$ cat config.mk
export PLATFORM = sky130hd
export DESIGN_NAME = dmem_arbiter
export DESIGN_NICKNAME = d
export VERILOG_FILES = /design/src/rtl/dmem_arbiter.sv
export SDC_FILE = /design/constraint.sdc
export NUM_CORES = 1
export LEC_CHECK = 0
export CORE_AREA = 2 2 116 118
export DETAILED_ROUTE_END_ITERATION = 10
export DIE_AREA = 0 0 118 120
export MAX_ROUTING_LAYER = met4
export PLACE_DENSITY_LB_ADDON = 0.15
export SYNTH_ARGS = -nofsm -noshare
export SYNTH_HDL_FRONTEND = slang
export SYNTH_SLANG_ARGS = --single-unit
$ cat constraint.sdc
create_clock -name clk -period 4.84 [get_ports clk]
set_input_delay 0.968 -clock clk [delete_from_list [all_inputs] [get_ports clk]]
set_output_delay 0.968 -clock clk [all_outputs]
set_load 0.02 [all_outputs]
$ cat src/rtl/dmem_arbiter.sv
// Two-port arbiter for the single-port data DRAM: CPU MEM stage (port 0)
// has priority, the loader/DMA engine (port 1) is protected from starvation,
// and a lock keeps read-modify-write sequences atomic. Read data returns one
// cycle after issue.
module dmem_arbiter #(
  parameter int unsigned AW         = 32,
  parameter int unsigned DW         = 32,
  parameter int unsigned STARVE_MAX = 4
) (
  input  logic          clk,
  input  logic          rst,
  input  logic          req0_valid,
  input  logic          req0_we,
  input  logic          req0_lock,
  input  logic [AW-1:0] req0_adr,
  input  logic [DW-1:0] req0_wdata,
  output logic          req0_ready,
  input  logic          req1_valid,
  input  logic          req1_we,
  input  logic          req1_lock,
  input  logic [AW-1:0] req1_adr,
  input  logic [DW-1:0] req1_wdata,
  output logic          req1_ready,
  output logic          rsp0_valid,
  output logic [DW-1:0] rsp0_rdata,
  output logic          rsp1_valid,
  output logic [DW-1:0] rsp1_rdata,
  output logic          dram_en,
  output logic          dram_we,
  output logic [AW-1:0] dram_adr,
  output logic [DW-1:0] dram_wdin,
  input  logic [DW-1:0] dram_rd
);

  localparam logic [7:0] STARVE_LIM = 8'(STARVE_MAX);

  typedef enum logic [1:0] {
    UNLOCKED = 2'd0,
    LOCK0    = 2'd1,
    LOCK1    = 2'd2
  } lock_e;

  lock_e      lock_q;
  logic [7:0] starve_cnt;
  logic [1:0] rsp_vld;
  logic [1:0] rsp_rd;
  logic       gnt0_c;
  logic       gnt1_c;

  // Grant selection; held off entirely while reset is asserted
  always_comb begin
    gnt0_c = 1'b0;
    gnt1_c = 1'b0;
    if (!rst) begin
      unique case (lock_q)
        UNLOCKED: begin
          if (req1_valid && (starve_cnt == STARVE_LIM)) gnt1_c = 1'b1;
          else if (req0_valid)                          gnt0_c = 1'b1;
          else if (req1_valid)                          gnt1_c = 1'b1;
        end
        LOCK0:   gnt0_c = req0_valid;
        LOCK1:   gnt1_c = req1_valid;
        default: ;
      endcase
    end
  end

  assign req0_ready = gnt0_c;
  assign req1_ready = gnt1_c;

  // DRAM command mux from the granted port, all zero when idle
  always_comb begin
    dram_en   = 1'b0;
    dram_we   = 1'b0;
    dram_adr  = '0;
    dram_wdin = '0;
    if (gnt0_c) begin
      dram_en   = 1'b1;
      dram_we   = req0_we;
      dram_adr  = req0_adr;
      dram_wdin = req0_wdata;
    end else if (gnt1_c) begin
      dram_en   = 1'b1;
      dram_we   = req1_we;
      dram_adr  = req1_adr;
      dram_wdin = req1_wdata;
    end
  end

  // Lock FSM: an accepted request's lock bit decides whether its port keeps the grant
  always_ff @(posedge clk or posedge rst) begin
    if (rst) begin
      lock_q <= UNLOCKED;
    end else if (gnt0_c) begin
      lock_q <= req0_lock ? LOCK0 : UNLOCKED;
    end else if (gnt1_c) begin
      lock_q <= req1_lock ? LOCK1 : UNLOCKED;
    end
  end

  // Port 1 starvation counter, saturating at the override threshold
  always_ff @(posedge clk or posedge rst) begin
    if (rst) begin
      starve_cnt <= 8'd0;
    end else if (!req1_valid || gnt1_c) begin
      starve_cnt <= 8'd0;
    end else if (starve_cnt != STARVE_LIM) begin
      starve_cnt <= starve_cnt + 8'd1;
    end
  end

  // Response tracking: one-cycle delayed issue record per port
  always_ff @(posedge clk or posedge rst) begin
    if (rst) begin
      rsp_vld <= 2'b00;
      rsp_rd  <= 2'b00;
    end else begin
      rsp_vld <= {gnt1_c, gnt0_c};
      rsp_rd  <= {gnt1_c & ~req1_we, gnt0_c & ~req0_we};
    end
  end

  assign rsp0_valid = rsp_vld[0];
  assign rsp1_valid = rsp_vld[1];
  assign rsp0_rdata = rsp_rd[0] ? dram_rd : '0;
  assign rsp1_rdata = rsp_rd[1] ? dram_rd : '0;

endmodule
==> out/metrics.csv <==
stage,metric,value,unit
run_status,outcome,"complete, no violations",
floorplan,num_io_pins,302,
yosys,ys_ff_latch,14,
sta,drv_slew,0,
yosys,synth_fp_nets,381,
sta,worst_pin_slew,0.773,ns
sta,setup_viol,0,
cells_and_area,n_fill_cell,1350,
floorplan,die_x,118,um
yosys,synth_area_per_cell,8.52,um^2
clock_network,cts_tree,built,
critical_path,crit_type,input port to output port,
min_path,min_path_type,flop to flop,
clock_network,clk_path_buf_depth,2,
floorplan,row_count,42,
sta,rsz0062_at_grt,false,
grt,grt_pass1_wl,16.0,mm
critical_path,worstPathArrival,3.17,ns
floorplan,core-area,0.0130,mm^2
drt,vias,2813,
clock_network,clock_latency,0.24,ns
critical_path,cp-start-kind,input port,
yosys,netlist_instances,211,
yosys,yosys_most_used_dff,dfrtp_1,
sta,hold_violations,0,
grt,grt_max_degree,71,
grt,grt_pass1_vias,2799,
floorplan,dieArea,0.0142,mm^2
grt,grt_overflow,0,
yosys,yosysWarnings,0,
yosys,synth_edf_count,0,
cells_and_area,layout-drive-gt1-share,3.21,%
yosys,synthArstFlopShare,100,%
drt,wl_per_cell,16.2,um
critical_path,crit_path_end_kind,output port,
pwr,peakVddDrop,0.109,mV
drt,dr.pass1.iters,4,
clock_network,cts_root_buf,clkbuf_16,
floorplan,die_y,120,um
grt,gr-usage-met2,26.2,%
place,place.gp.congestion,0.780,
clock_network,cts.sinks,14,
drt,postRouteAntennaNets,0,
clock_network,cts.clk_slew.worst_paths,0.05,ns
sta,whs,0.513,ns
critical_path,cp.required,3.87,ns
drt,vias_per_cell,4.17,
place,dp_hpwl,9.03,mm
critical_path,cp_max_fo,28,
yosys,synthDistinctLibCells,32,
clock_network,cts_made_buffers,3,
grt,track_usage,14.7,%
drt,drc,0,
clock_network,cts_resized,0,
sta,clock_skew,0.000799,ns
sta,fmax,0.241,GHz
pwr,powerDensity,217,mW/mm^2
cells_and_area,post-route-util,38.9,%
sta,timing.final.crit_share,85.6,%
floorplan,start_util,13.9,%
sta,slew_headroom,48.4,%
grt,grt_util_met3,3.85,%
pwr,p_leak,1.92,nW
sta,setup_tns,0,ns
drt,wirelength,10.9,mm
cells_and_area,area_growth,181,%
clock_network,cts_hold_buf,0,
cells_and_area,fin_nets,669,
clock_network,post-cts-setup-buffer-count,0,
clock_network,cts_max_level,1,
job,cap_violations,0,
grt,grtUsageMet1,16.8,%
grt,grt-busiest-layer,met2,
sta,period_minus_slack,4.14,ns
drt,drtIter0Drc,63,
yosys,syn-cell-area,0.00180,mm^2
yosys,synth_seq_area_share,19.5,%
place,port_buffers,301,
grt,antenna_found_initial,1,
[state kept, by name, summed over array words and instances (netlist names)]
name        flops
starve_cnt      8
lock_q          2
rsp_rd          2
rsp_vld         2
[power by group]
part | leakage (nW) | switching [mW] | internal (mW)
clock | 0.0442 | 0.0465 | 0.125
combinational | 1.69 | 0.343 | 0.421
sequential | 0.188 | 0.0245 | 0.135
[through the flow]
| step | setup slack [ns] | power (mW) | instance area [um^2] | instances |
|---|---|---|---|---|
| 2_1_floorplan | 1.88 | 0.521 | 1800 | 211 |
| 4_1_cts | 0.689 | 1.11 | 5040 | 674 |
| 5_1_grt | 0.565 | 1.15 | 5040 | 675 |
| 3_3_place_gp | 0.748 | 0.932 | 4950 | 670 |
| 3_5_place_dp | 0.691 | 0.933 | 4950 | 670 |
| 6_report | 0.698 | 1.10 | 5040 | 675 |
[final cells by class]
class                   instances  area, um^2  share of cell area, %
flip-flops and latches         14         350                   6.94
inverters                       6        22.5                  0.446
clock buffers                   4        88.8                   1.76
multi-input cells             170        1300                   25.8
diodes                          1        2.50                 0.0496
repair buffers                304        3060                   60.7
well taps                     176         220                   4.37
[kinds of logic after synthesis]
kind of cell / after synthesis / share of synthesized area [%]
AND/OR/NAND/NOR: 89 / 31.5
AO/OA/AOI/OAI: 73 / 35.4
buffers and inverters: 27 / 8.91
flip-flops: 14 / 19.5
XOR/XNOR: 4 / 1.95
multiplexers: 2 / 1.46
adder cells (fa/ha/maj): 2 / 1.39
[final timing paths]
kind | from | to | slack [ns] | cells past startpoint
min in group asynchronous | rst | starve_cnt[1]$_DFFE_PP0P_ | 1.22 | 2
max reg2reg | starve_cnt[0]$_DFFE_PP0P_ | lock_q[0]$_DFFE_PP0P_ | 2.76 | 7
max in group asynchronous | rst | starve_cnt[7]$_DFFE_PP0P_ | 3.24 | 2
min | lock_q[1]$_DFFE_PP0P_ | lock_q[1]$_DFFE_PP0P_ | 0.51 | 1
max | req1_valid | dram_adr[20] | 0.70 | 6
min reg2reg | lock_q[1]$_DFFE_PP0P_ | lock_q[1]$_DFFE_PP0P_ | 0.51 | 1
[layer usage]
metal / part of all wire (%) / vias to the layer above
met5: 0 / -
met4: 0.75 / 0
met3: 8.2 / 4
met2: 51 / 180
met1: 41 / 1277
li1: - / 1352
[synthesized netlist by cell type, drive strengths merged (2+ instances only)]
| library cell | number | share of area [%] |
|---|---|---|
| nand2b | 2 | 0.70 |
| nand3 | 5 | 1.4 |
| and3 | 2 | 0.70 |
| nor2b | 2 | 0.70 |
| and2 | 64 | 22 |
| nand2 | 3 | 0.63 |
| or3 | 2 | 0.97 |
| a211oi | 2 | 0.83 |
| dfrtp | 14 | 19 |
| ha | 2 | 1.4 |
| buf | 15 | 6.4 |
| xor2 | 4 | 1.9 |
| a22o | 65 | 32 |
| inv | 6 | 1.3 |
| nor3 | 4 | 1.1 |
| mux2 | 2 | 1.5 |
| clkbuf | 6 | 1.3 |
[placed cells by master (no fill, tap or decap), types with 2 or more instances in the layout]
cell	Yosys	layout
a211oi_1	2	2
a22o_1	65	65
and2_1	64	64
and3_1	2	2
buf_12	0	2
clkbuf_16	0	3
clkdlybuf4s50_1	0	301
dfrtp_1	14	14
ha_1	2	2
inv_1	6	6
nand2_1	3	3
nand2b_1	2	2
nand3_1	5	5
nor2b_1	2	2
nor3_1	4	4
xor2_1	4	4
[critical path: stages]
cell and delay [ns]:
clkdlybuf4s50_1 0.56, nor3b_2 0.27, o21a_2 0.22, buf_4 0.31, a22o_1 0.21, clkdlybuf4s50_1 0.60
Power figures use the tool's default switching activity.
